--- src/rtl/snax_simbacore_seq_pkg.sv ---
// Shared types for the SimbaCore layer sequencer: FSM states, descriptor field
// indices and the packed descriptor layout (field 0 in the least significant bits).
package snax_simbacore_seq_pkg;

    localparam int unsigned REG_W      = 32;
    localparam int unsigned NUM_FIELDS = 6;

    localparam int unsigned MODE   = 0;
    localparam int unsigned SEQLEN = 1;
    localparam int unsigned DMODEL = 2;
    localparam int unsigned DTRANK = 3;
    localparam int unsigned DINNER = 4;
    localparam int unsigned DFINAL = 5;

    typedef enum logic [2:0] {
        IDLE,
        ISSUE,
        WAIT_START,
        RUN,
        ERROR
    } seq_state_e;

    // First member lands in the MSBs, so list the fields from DFINAL down to MODE.
    typedef struct packed {
        logic [REG_W-1:0] dfinal;
        logic [REG_W-1:0] dinner;
        logic [REG_W-1:0] dtrank;
        logic [REG_W-1:0] dmodel;
        logic [REG_W-1:0] seqlen;
        logic [REG_W-1:0] mode;
    } desc_t;

endpackage

--- src/rtl/snax_simbacore_desc_fifo.sv ---
// Synchronous descriptor FIFO with flush and a registered head output that
// reads as zero while the FIFO is empty.
module snax_simbacore_desc_fifo #(
    parameter int unsigned Width = 192,
    parameter int unsigned Depth = 4
) (
    input  logic                         clk_i,
    input  logic                         rst_i,
    input  logic                         push_i,
    input  logic [Width-1:0]             data_i,
    input  logic                         pop_i,
    input  logic                         flush_i,
    output logic                         full_o,
    output logic                         empty_o,
    output logic [$clog2(Depth+1)-1:0]   level_o,
    output logic [Width-1:0]             head_o
);
    localparam int unsigned PtrW = $clog2(Depth);
    localparam int unsigned LvlW = $clog2(Depth + 1);

    logic [Width-1:0] mem_q [Depth];
    logic [PtrW-1:0]  wr_ptr_q, rd_ptr_q, rd_ptr_nxt;
    logic [LvlW-1:0]  level_q;
    logic [Width-1:0] head_q, head_d;
    logic             push_ok, pop_ok;

    assign full_o     = (level_q == LvlW'(Depth));
    assign empty_o    = (level_q == '0);
    assign push_ok    = push_i && !full_o && !flush_i;
    assign pop_ok     = pop_i && !empty_o && !flush_i;
    assign rd_ptr_nxt = rd_ptr_q + PtrW'(1);
    assign level_o    = level_q;
    assign head_o     = head_q;

    // Next head: the following entry on a pop, or the incoming word when it becomes the only entry.
    always_comb begin
        head_d = head_q;
        if (pop_ok) begin
            if (level_q > LvlW'(1)) begin
                head_d = mem_q[rd_ptr_nxt];
            end else if (push_ok) begin
                head_d = data_i;
            end else begin
                head_d = '0;
            end
        end else if (push_ok && empty_o) begin
            head_d = data_i;
        end
    end

    always_ff @(posedge clk_i or posedge rst_i) begin
        if (rst_i) begin
            wr_ptr_q <= '0;
            rd_ptr_q <= '0;
            level_q  <= '0;
            head_q   <= '0;
        end else if (flush_i) begin
            wr_ptr_q <= '0;
            rd_ptr_q <= '0;
            level_q  <= '0;
            head_q   <= '0;
        end else begin
            if (push_ok) wr_ptr_q <= wr_ptr_q + PtrW'(1);
            if (pop_ok)  rd_ptr_q <= rd_ptr_nxt;
            case ({push_ok, pop_ok})
                2'b10:   level_q <= level_q + LvlW'(1);
                2'b01:   level_q <= level_q - LvlW'(1);
                default: level_q <= level_q;
            endcase
            head_q <= head_d;
        end
    end

    // Storage needs no reset; entries are only observed after being written.
    always_ff @(posedge clk_i) begin
        if (push_ok) mem_q[wr_ptr_q] <= data_i;
    end

endmodule

--- src/rtl/snax_simbacore_layer_sequencer.sv ---
// Queues Mamba layer descriptors from the CSR side and launches them one at a
// time on the SimbaCore config port, tracking completion, timeouts and aborts.
module snax_simbacore_layer_sequencer
    import snax_simbacore_seq_pkg::*;
#(
    parameter int unsigned RegDataWidth = 32,
    parameter int unsigned NumCfgRegs   = 6,
    parameter int unsigned QueueDepth   = 4
) (
    input  logic                                 clk_i,
    input  logic                                 rst_i,
    input  logic [NumCfgRegs*RegDataWidth-1:0]   desc_i,
    input  logic                                 desc_valid_i,
    output logic                                 desc_ready_o,
    output logic [NumCfgRegs*RegDataWidth-1:0]   cfg_o,
    output logic                                 cfg_valid_o,
    input  logic                                 cfg_ready_i,
    input  logic                                 core_busy_i,
    input  logic [RegDataWidth-1:0]              timeout_cycles_i,
    input  logic                                 abort_i,
    input  logic                                 clr_cnt_i,
    output logic                                 seq_busy_o,
    output logic                                 layer_done_o,
    output logic [RegDataWidth-1:0]              done_cnt_o,
    output logic [$clog2(QueueDepth+1)-1:0]      queue_level_o,
    output logic                                 timeout_o
);
    localparam int unsigned DescW = NumCfgRegs * RegDataWidth;

    seq_state_e              state_q, state_d;
    logic                    fifo_full, fifo_empty;
    logic                    push, pop, handshake, in_flight, wd_hit, layer_fin;
    logic [RegDataWidth-1:0] wd_q, done_cnt_q;
    logic                    timeout_q, layer_done_q;

    assign push      = desc_valid_i && !fifo_full && !abort_i;
    assign handshake = (state_q == ISSUE) && cfg_ready_i;
    assign pop       = handshake && !abort_i;
    assign in_flight = (state_q == WAIT_START) || (state_q == RUN);
    assign wd_hit    = in_flight && (timeout_cycles_i != '0) && (wd_q == timeout_cycles_i);
    assign layer_fin = (state_q == RUN) && !core_busy_i && !wd_hit && !abort_i;

    snax_simbacore_desc_fifo #(
        .Width (DescW),
        .Depth (QueueDepth)
    ) i_desc_fifo (
        .clk_i   (clk_i),
        .rst_i   (rst_i),
        .push_i  (push),
        .data_i  (desc_i),
        .pop_i   (pop),
        .flush_i (abort_i),
        .full_o  (fifo_full),
        .empty_o (fifo_empty),
        .level_o (queue_level_o),
        .head_o  (cfg_o)
    );

    // Next-state logic; abort overrides every state.
    always_comb begin
        state_d = state_q;
        case (state_q)
            IDLE: begin
                if (!fifo_empty && !timeout_q) state_d = ISSUE;
            end
            ISSUE: begin
                if (cfg_ready_i) state_d = WAIT_START;
            end
            WAIT_START: begin
                if (wd_hit)           state_d = ERROR;
                else if (core_busy_i) state_d = RUN;
            end
            RUN: begin
                if (wd_hit) begin
                    state_d = ERROR;
                end else if (!core_busy_i) begin
                    state_d = (!fifo_empty || push) ? ISSUE : IDLE;
                end
            end
            ERROR:   state_d = ERROR;
            default: state_d = IDLE;
        endcase
        if (abort_i) state_d = IDLE;
    end

    always_ff @(posedge clk_i or posedge rst_i) begin
        if (rst_i) begin
            state_q      <= IDLE;
            wd_q         <= '0;
            timeout_q    <= 1'b0;
            layer_done_q <= 1'b0;
            done_cnt_q   <= '0;
        end else begin
            state_q      <= state_d;
            layer_done_q <= layer_fin;

            // Watchdog restarts on each launch and saturates instead of wrapping.
            if (abort_i || handshake) begin
                wd_q <= '0;
            end else if (in_flight && (wd_q != '1)) begin
                wd_q <= wd_q + RegDataWidth'(1);
            end

            if (abort_i)     timeout_q <= 1'b0;
            else if (wd_hit) timeout_q <= 1'b1;

            if (clr_cnt_i)      done_cnt_q <= '0;
            else if (layer_fin) done_cnt_q <= done_cnt_q + RegDataWidth'(1);
        end
    end

    assign desc_ready_o = !fifo_full;
    assign cfg_valid_o  = (state_q == ISSUE);
    assign seq_busy_o   = (state_q != IDLE) || !fifo_empty;
    assign layer_done_o = layer_done_q;
    assign done_cnt_o   = done_cnt_q;
    assign timeout_o    = timeout_q;

endmodule

--- config.mk ---
export PLATFORM = sky130hd
export DESIGN_NAME = snax_simbacore_layer_sequencer
export DESIGN_NICKNAME = d
export VERILOG_FILES = /design/src/rtl/snax_simbacore_seq_pkg.sv /design/src/rtl/snax_simbacore_desc_fifo.sv /design/src/rtl/snax_simbacore_layer_sequencer.sv
export SDC_FILE = /design/constraint.sdc
export NUM_CORES = 1
export LEC_CHECK = 0
export CAP_MARGIN = 15
export CORE_MARGIN = 5
export CORE_UTILIZATION = 56
export CTS_CLUSTER_DIAMETER = 120
export CTS_CLUSTER_SIZE = 16
export DETAILED_ROUTE_END_ITERATION = 8
export GPL_TIMING_DRIVEN = 1
export PLACE_DENSITY_LB_ADDON = 0.3
export SETUP_SLACK_MARGIN = 0.02
export SLEW_MARGIN = 20
export SYNTH_ARGS = -nofsm -noshare
export SYNTH_HDL_FRONTEND = slang
export SYNTH_SLANG_ARGS = --single-unit
--- constraint.sdc ---
create_clock -name clk_i -period 11.65 [get_ports clk_i]
set_input_delay 2.33 -clock clk_i [delete_from_list [all_inputs] [get_ports clk_i]]
set_output_delay 2.33 -clock clk_i [all_outputs]
set_load 0.02 [all_outputs]
# After elaboration in Yosys (flattened, before gate mapping)
# Memory sizes are Yosys's and may differ from the RTL's.
# Cells that the tools add are included.
[word_totals] reg_bits=268 ram_bits=768 word_cells=96 memories=1
[memory_table] memory="i_desc_fifo.mem_q" depth=4 word_bits=192 rd=1 rd_ports_with_merged_regs=0 write_ports=1 line_no="snax_simbacore_desc_fifo.sv:21" text="logic [Width-1:0] mem_q [Depth];"
[op_classes] n_addsub=6 order_cmp=1 eq_ne=13 muxes=28 n_reduce_logical=38
[op_table] operator="192-bit two-way mux" count=5
[op_table] operator="32-bit two-way mux" count=4
[op_table] operator="32-bit by 1-bit adder with 32-bit output (second input constant)" count=2
[op_table] operator="32-bit == test" count=1
[op_table] operator="32-bit != test (second input constant)" count=1
[op_table] operator="32-bit nonzero test" count=1
[op_table] operator="3-bit two-way mux" count=8
[op_table] operator="1-bit logical AND" count=16
[op_table] operator="3-bit one-hot mux with 5 select lines" count=1
[op_table] operator="2-bit nonzero test" count=5
[op_table] operator="3-bit nonzero test" count=3
[op_table] operator="2-bit two-way mux" count=4
[op_table] operator="4-bit != test (second input constant)" count=2
[op_table] operator="3-bit by 2-bit == test with 1-bit output (second input constant)" count=2
[op_table] operator="3-bit == test (second input constant)" count=2
[op_table] operator="1-bit logical NOT" count=6
[op_table] operator="3-bit logical NOT" count=2
[op_table] operator="3-bit one-hot mux with 2 select lines" count=1
[op_table] operator="1-bit two-way mux" count=5
[op_table] operator="2-bit by 1-bit adder with 2-bit output (second input constant)" count=2
[op_table] operator="1-bit logical OR" count=4
[op_table] operator="4-bit AND reduction" count=1
[op_table] operator="3-bit by 1-bit adder with 3-bit output (second input constant)" count=1
[op_table] operator="3-bit by 1-bit == test with 1-bit output (second input constant)" count=1
[op_table] operator="6 further kinds" count=6

# Longest topological paths before layout
# Gate-level depths: netlist of the first run.
[depth] ltp_word=10 ltp_mapped=9

# Cells and area by module
# Synthesis of the first run repeated with hierarchy kept, for this count alone.
[hier_totals] cells_unflattened=2360 area_unflattened_um2=41523.6
[by_module_without_submodules] module="snax_simbacore_desc_fifo" n_inst=1 cells_per_inst=1878 area_per_inst_um2=37228.2
[by_module_without_submodules] module="snax_simbacore_layer_sequencer" n_inst=1 cells_per_inst=482 area_per_inst_um2=4295.4

# Least setup slack after synthesis of the first run
# OpenSTA, ideal clock, no wires.
[synth_timing] path_type="input port to flip-flop" start="in abort_i" end="mem i_desc_fifo.mem_q[0][0] (enable)" setup_ps=576 arrival_ps=7079 slack_ps=3994 path_stages=3 n_path_buf=1 path_cell_list="buf_2 -> nor2_1 -> and2_1"
[synth_via] elab_chain_cells=6
[synth_rtl] item="from (decl)" line_no="snax_simbacore_layer_sequencer.sv:20" text="input logic abort_i,"
[synth_rtl] item="1-bit logical NOT (*)" line_no="snax_simbacore_desc_fifo.sv:29, snax_simbacore_layer_sequencer.sv:36"
[synth_rtl] item="1-bit logical AND" line_no="snax_simbacore_layer_sequencer.sv:36" text="assign push = desc_valid_i && !fifo_full && !abort_i;"
[synth_rtl] item="1-bit logical AND" line_no="snax_simbacore_desc_fifo.sv:29" text="assign push_ok = push_i && !full_o && !flush_i;"
[synth_rtl] item="1-bit logical AND (*)" line_no="snax_simbacore_desc_fifo.sv:29"
[synth_rtl] item="1-bit two-way mux (*)" line_no="snax_simbacore_desc_fifo.sv:76" text="if (push_ok) mem_q[wr_ptr_q] <= data_i;"
[synth_rtl] item="1-bit two-way mux (not written as such) (*)" line_no="snax_simbacore_desc_fifo.sv:76"
[synth_rtl] item="to (decl)" line_no="snax_simbacore_desc_fifo.sv:21"
# Every way passes the cells marked *; elsewhere a longest branch is shown, timed or not.

# Worst setup path in the final report of the first run
[layout_timing] start="in abort_i" end="reg i_desc_fifo.head_q[31], in the netlist i_desc_fifo.head_o[31]"
[layout_via] elab_chain_cells=8 elab_cells_between_ends=13
[layout_rtl] item="1-bit logical NOT"
[layout_rtl] item="1-bit logical AND" line_no="snax_simbacore_layer_sequencer.sv:36"
[layout_rtl] item="1-bit logical AND (2 in series)" line_no="snax_simbacore_desc_fifo.sv:29"
[layout_rtl] item="192-bit two-way mux" line_no="snax_simbacore_desc_fifo.sv:41" text="end else if (push_ok) begin"
[layout_rtl] item="192-bit two-way mux" line_no="snax_simbacore_desc_fifo.sv:39" text="if (level_q > LvlW'(1)) begin"
[layout_rtl] item="192-bit two-way mux" line_no="snax_simbacore_desc_fifo.sv:38" text="if (pop_ok) begin"
[layout_rtl] item="192-bit two-way mux" line_no="snax_simbacore_desc_fifo.sv:57" text="end else if (flush_i) begin"
[layout_rtl] item="to (signal assigned)" line_no="snax_simbacore_desc_fifo.sv:56" text="head_q <= '0;"
[layout_rtl] item="to (signal assigned)" line_no="snax_simbacore_desc_fifo.sv:61" text="head_q <= '0;"
[layout_rtl] item="to (signal assigned)" line_no="snax_simbacore_desc_fifo.sv:70" text="head_q <= head_d;"
[layout_rtl] item="to (decl)" line_no="snax_simbacore_desc_fifo.sv:24" text="logic [Width-1:0] head_q, head_d;"
# Parallel ways exist; a longest one is shown, timed or not.
# A chain may end at the register's enable or synchronous reset.

==> out/metrics.yaml, run 1 <==
pwr:
  p_comb_share_pct: 15.7
  power.share.clock_pct: 30.4
  p_sw_share_pct: 25.9
  p_int_mw: 6.00
  power.total_mw: 8.09
  p_sw_mw: 2.10
  p_leak_nw: 16.2
  seq_power_share_pct: 53.8
  power.density_nw_per_um2: 167
  peakVddDrop_mv: 0.139
grt:
  grt_max_degree: 194
  track_usage_pct: 25.0
  grt_pass1_wl_um: 151000
  first_global_vias: 25300
  antenna_found_initial: 25
  grt.overflow.total: 0
cells_and_area:
  syn_to_final_growth_pct: 19.2
  nets: 3042
  layout-drive-gt1-share_pct: 11.5
  regArea_um2: 29800
  final_cell_mix: "edfxtp_1 (768), clkdlybuf4s50_1 (462), dfrtp_1 (266)"
  nFillCells: 4758
  multi_input_area_um2: 10200
  post-route-util_pct: 67.4
  final_common_cell: "edfxtp_1"
floorplan:
  row_count: 98
  fp.dieH_um: 279
  initial_core_util_pct: 56.6
  die_area_um2: 78000
  fp.dieW_um: 279
  io_pins: 463
  core_um2: 71700
placed_design:
  io_buffers: 462
  gp_congestion: 0.836
  dpl.hpwl_um: 57600
yosys:
  syn_area_um2: 40600
  synth_ff_type: "edfxtp_1"
  ys_seq_area_share_pct: 73.3
  ys_ff_latch: 1036
  async_flop_share_pct: 25.9
  avgSynthCellArea_um2: 17.0
  ys_warn_count: 0
  yosys-top-cells-area: "edfxtp_1 (57%), dfrtp_1 (17%), mux4_2 (11%)"
  yosys.cell_types.count: 58
  netlist_instances: 2384
  synth.top_cell.area_share_pct: 56.8
  syn_nets: 2625
  yosysTopAreaCell: "edfxtp_1"
  synth-edff-count: 768
drt:
  vias_per_cell: 6.22
  wl_um: 98200
  vias: 23800
  wl_per_cell_um: 25.7
  drtPass1Iterations: 7
  route.detailed.drc: 0
  drt_iter0_drc: 2524
  antenna_left: 0
setup_path:
  cp_cell_sequence: "clkdlybuf4s50_1, a211oi_4, buf_12, or2_4, buf_4, o21ai_0"
  critPathArrivalTime_ps: 6120
  worst-path-buf-inv: 3
  crit_family: "buffers and inverters"
  timing.rr.end: "i_desc_fifo.head_o[31]$_DFFE_PP0P_"
  crit_path_start_kind: "input pin"
  crit_slowest_cell: "clkdlybuf4s50_1"
  path_max_fanout: 193
  path_class: "input pin to register"
  r2r_start: "i_desc_fifo.level_o[1]$_DFFE_PP0P_"
  max_stage_delay_ps: 820
  endpoint_kind: "register"
  rrSetupSlack_ps: 7210
  reg2reg_depth: 9
  required_ps: 12090
clocking:
  clk_latency_ps: 630
  cts_max_path_buffers: 3
  post_cts_buffers: 0
  clock-root-buffer: "clkbuf_16"
  cts.sinks: 1036
  clk_pin_slew_worst_paths_ps: 70
  cts.repair.resized: 0
  cts_buffers: 74
  cts_hold_buffers: 0
  htreeDepth: 3
  tritoncts: "built"
hold_path:
  min_to: "i_desc_fifo.head_o[191]$_DFFE_PP0P_"
  min_from: "i_desc_fifo.head_o[191]$_DFFE_PP0P_"
  hp-class: "register to register"
  holdPathStages: 2
sta:
  slew_headroom_pct: 23.4
  setup_viol: 0
  fmax_mhz: 176
  hold_violations: 0
  worst_pin_slew_ps: 1150
  finalMaxSlewViolations: 0
  rsz0062_at_grt: "false"
  fin_skew_ps: 27.2
  fin_crit_ps: 5680
  fin_crit_sh_pct: 48.8
  tns_ps: 0
run_status:
  status: "complete, no violations"
job:
  cap_violations: 0
## layer usage
metal / GRT usage, % / vias up / routed length [um] / part of all wire, %
met2: 41.2 / 1070 / 49000 / 50
met1: 33.9 / 12300 / 38300 / 39
li1: - / 10300 / - / -
met3: 5.28 / 163 / 8050 / 8.2
met4: 8.80 / 10 / 2830 / 2.9
met5: 0 / - / 75 / 0.076
## worst min-delay path, stage by stage (launching register included)
cell	delay (ps)
dfrtp_1	340
nand2_1	50
o21ai_0	60
## cells by family (layout without fill, tap and decap cells)
logic type / count (synthesis) / count (layout) / share of synthesized area, %
DFF: 1036 / 1036 / 73.3
muxes: 196 / 196 / 10.8
and+or+nand+nor: 438 / 438 / 5.21
xor gates and xnor gates: 62 / 62 / 1.34
AOI/OAI and AO/OA: 478 / 478 / 7.37
buffers and inverters: 163 / 637 / 1.65
adders and majority gates: 11 / 11 / 0.333
other: 0 / 21 / 0
## stage by stage
step | instance area, um2 | cells | hold WS (ps) | worst slack (ps)
2_1_floorplan | 40600 | 2384 | 538 | 1940
3_3_place_gp | 46100 | 3675 | 460 | 5500
3_5_place_dp | 46100 | 3675 | 470 | 5390
4_1_cts | 48300 | 3808 | 485 | 6000
5_1_grt | 48400 | 3822 | 502 | 5740
6_report | 48400 | 3829 | 479 | 5970
## synth_stat cells, types with 2 or more instances
cell type and instances:
a211o_1 2, a21oi_1 40, a22oi_1 192, a31o_2 2, and2_1 11, and3_1 14
and4_1 6, buf_1 3, buf_2 32, buf_6 2, clkbuf_1 113, dfrtp_1 268
edfxtp_1 768, ha_1 10, inv_1 12, mux2_1 2, mux2i_1 2, mux4_2 192
nand2_1 222, nand2b_1 6, nand3_1 23, nand4_1 31, nor2_1 43, nor2b_1 5
nor3_1 8, nor3_2 3, nor4_1 19, nor4_2 2, o21ai_0 213, o311ai_0 3
o31ai_1 12, o41ai_1 2, or2_2 2, or3_1 20, or4_1 16, xnor2_1 14
xor2_1 48
## power groups by stage
| stage | clock, mW | combinational, mW | sequential (mW) |
|---|---|---|---|
| after floorplan | 0 | 0.480 | 4.57 |
| after global placement | 0 | 1.25 | 4.43 |
| after detailed placement | 0 | 1.28 | 4.43 |
| after CTS | 2.51 | 1.29 | 4.36 |
| after global routing | 2.67 | 1.36 | 4.38 |
| final | 2.46 | 1.27 | 4.36 |
## state kept, by name (all words and copies together), names as in the netlist, 2 cells and up
name / count
wd_q: 32
i_desc_fifo.rd_ptr_q: 2
i_desc_fifo.wr_ptr_q: 2
i_desc_fifo.level_o: 3
i_desc_fifo.head_o: 192
done_cnt_o: 32
state_q: 3
i_desc_fifo.mem_q: 768
## worst max path at each step
| stage | startpoint | to | cells after the start |
|---|---|---|---|
| final | abort_i | i_desc_fifo.head_o[31]$_DFFE_PP0P_ | 6 |
| after global routing | abort_i | i_desc_fifo.head_o[31]$_DFFE_PP0P_ | 6 |
| after CTS | abort_i | i_desc_fifo.head_o[31]$_DFFE_PP0P_ | 6 |
| after detailed placement | abort_i | i_desc_fifo.head_o[17]$_DFFE_PP0P_ | 6 |
| after global placement | abort_i | i_desc_fifo.head_o[42]$_DFFE_PP0P_ | 6 |
| after floorplan | rst_i | done_cnt_o[0]$_DFFE_PP0P_ | 1 |
## cell type report
| class | count | share of cell area (%) |
|---|---|---|
| Multi-Input combinational cell | 1185 | 21.1 |
| Timing Repair Buffer | 492 | 10.1 |
| Inverter | 12 | 0.109 |
| Clock inverter | 5 | 0.210 |
| Sequential cell | 1036 | 61.6 |
| Tap cell | 950 | 2.46 |
| Clock buffer | 128 | 4.34 |
| Antenna cell | 21 | 0.109 |
No activity file was read; power rests on OpenSTA's default activity.
==> run 2: changes to the inputs <==
==> constraint.sdc (replaced) <==
create_clock -name clk_i -period 5.9 [get_ports clk_i]
set_input_delay 1.18 -clock clk_i [delete_from_list [all_inputs] [get_ports clk_i]]
set_output_delay 1.18 -clock clk_i [all_outputs]
set_load 0.02 [all_outputs]
==> run 2 against run 1 <==
Global-route usage shrank 0.20 points. Sequential share of layout area shrank 0.27 points. First-iteration DRC count shrank 8.8%. Sequential power grew 97%. Critical path type is now register to primary output. Largest power group unchanged.
==> out/metrics.yaml, run 2 (synthesis gave the netlist of run 1 again) <==
clocking:
  cts_hold_buffers: 0  # unchanged
  cts_max_path_buffers: 3  # unchanged
  clock-root-buffer: "clkbuf_16"
  clk_pin_slew_worst_paths_ps: 80  # about the same
  cts_buffers: 74  # unchanged
  tritoncts: "built"
  clk_latency_ps: 630  # about the same
  htreeDepth: 3  # unchanged
  cts.sinks: 1036  # unchanged
  cts.repair.resized: 0  # unchanged
  post_cts_buffers: 0  # unchanged
drt:
  vias_per_cell: 6.19  # -0.44%
  antenna_left: 0  # unchanged
  vias: 23700  # -0.28%
  drt_iter0_drc: 2302  # -8.8%
  wl_per_cell_um: 25.5  # -0.54%
  wl_um: 97900  # -0.39%
  drtPass1Iterations: 5  # -2
  route.detailed.drc: 0  # unchanged
grt:
  first_global_vias: 25300  # +0.016%
  antenna_found_initial: 29  # +16%
  grt.overflow.total: 0  # unchanged
  grt_max_degree: 193  # -0.52%
  grt_pass1_wl_um: 150000  # -0.71%
  track_usage_pct: 24.8  # -0.20 points
cells_and_area:
  nets: 3049  # +0.23%
  final_common_cell: "edfxtp_1"
  largest_reg_flops: 768  # unchanged
  post-route-util_pct: 67.7  # +0.29 points
  final_cell_mix: "edfxtp_1 (768), clkdlybuf4s50_1 (462), dfrtp_1 (266)"
  syn_to_final_growth_pct: 19.7
  nFillCells: 4681  # -1.6%
  regMostFlops: "i_desc_fifo.mem_q"
  layout-drive-gt1-share_pct: 11.7  # +0.22 points
pwr:
  power.total_mw: 16.0  # +98%
  p_comb_share_pct: 16.0  # +0.3 points
  p_sw_mw: 4.17  # +99%
  p_int_mw: 11.8  # +97%
  peakVddDrop_mv: 0.296  # +110%
  p_sw_share_pct: 26.1  # +0.16 points
  power.density_nw_per_um2: 329  # +97%
  power.share.clock_pct: 30.3  # about the same
  seq_power_share_pct: 53.7  # about the same
  p_leak_nw: 16.3  # +0.47%
sta:
  setup_viol: 0  # unchanged
  worst_pin_slew_ps: 1070  # -80.3 ps
  fin_crit_ps: 3850
  slew_headroom_pct: 28.7  # +5.4 points
  hold_violations: 0  # unchanged
  fin_crit_sh_pct: 65.2
  fin_skew_ps: 18.9  # -8.27 ps
  tns_ps: 0  # unchanged
  finalMaxSlewViolations: 0  # unchanged
  rsz0062_at_grt: "false"
  fmax_mhz: 260
placed_design:
  io_buffers: 462  # unchanged
  gp_congestion: 0.841  # +0.68%
  dpl.hpwl_um: 58400  # +1.4%
floorplan:
  core_um2: 71700  # unchanged
  die_area_um2: 78000  # unchanged
  io_pins: 463  # unchanged
  fp.dieW_um: 279  # unchanged
  row_count: 98  # unchanged
  fp.dieH_um: 279  # unchanged
  initial_core_util_pct: 56.6  # unchanged
hold_path:
  hp-class: "register to register"
setup_path:
  path_class: "register to primary output"
  path_max_fanout: 5  # -97%
  crit_path_start_kind: "register"
  critPathArrivalTime_ps: 2670  # -3450 ps
  required_ps: 4720  # -7370 ps
  endpoint_kind: "primary output"
run_status:
  status: "complete, no violations"
job:
  cap_violations: 0  # unchanged
==> run 2: worst paths after layout <==
check                                                     from                             endpoint  slack [ps]  cells past startpoint
max                         i_desc_fifo.level_o[1]$_DFFE_PP0P_                           seq_busy_o        2050                      5
min                        i_desc_fifo.head_o[152]$_DFFE_PP0P_  i_desc_fifo.head_o[152]$_DFFE_PP0P_         480                      2
max reg2reg                 i_desc_fifo.level_o[1]$_DFFE_PP0P_  i_desc_fifo.head_o[110]$_DFFE_PP0P_        2440                      8
min reg2reg                i_desc_fifo.head_o[152]$_DFFE_PP0P_  i_desc_fifo.head_o[152]$_DFFE_PP0P_         480                      2
max in group asynchronous                                rst_i    i_desc_fifo.head_o[5]$_DFFE_PP0P_        3930                      3
min in group asynchronous                                rst_i  i_desc_fifo.head_o[150]$_DFFE_PP0P_         860                      2
==> run 2: final cells by class <==
class / instances / area (um2) / area share [%]
Clock inverter: 5 / 66.3 / 0.137
Clock buffer: 128 / 2100 / 4.32
Sequential cell: 1036 / 29800 / 61.3
Timing Repair Buffer: 499 / 5150 / 10.6
Tap cell: 950 / 1190 / 2.45
Multi-Input combinational cell: 1185 / 10200 / 21.0
Antenna cell: 20 / 50.0 / 0.103
Inverter: 12 / 48.8 / 0.100
==> run 2: per-stage QoR <==
step           setup WS (ps)  hold WS [ps]  instances  area (um2)
2_1_floorplan           1180           538       2384       40600
3_3_place_gp            1870           461       3681       46300
3_5_place_dp            1780           469       3681       46300
4_1_cts                 2030           485       3814       48500
5_1_grt                 1920           498       3829       48600
6_report                2050           482       3835       48600
==> run 2: power by group through the flow <==
stage,combinational (mW),sequential (mW),clock (mW)
6_report,2.55,8.59,4.85
5_1_grt,2.71,8.64,5.25
4_1_cts,2.56,8.59,4.93
3_5_place_dp,2.55,8.74,0
3_3_place_gp,2.48,8.72,0
2_1_floorplan,0.949,9.01,0
==> run 2: layer usage <==
metal  GRT usage (%)  vias to the layer above  wire [um]
met3            6.08                      180       8310
li1                -                    10300          -
met1            32.3                    12200      37500
met4            8.99                       22       2880
met5               0                        -        136
met2            41.4                     1033      49100
==> run 2: critical path: stages, from the launching register on <==
cell and delay [ps]:
dfrtp_1 460, inv_1 150, ha_1 210, nor2b_1 410, nand3b_1 220, clkdlybuf4s50_1 590
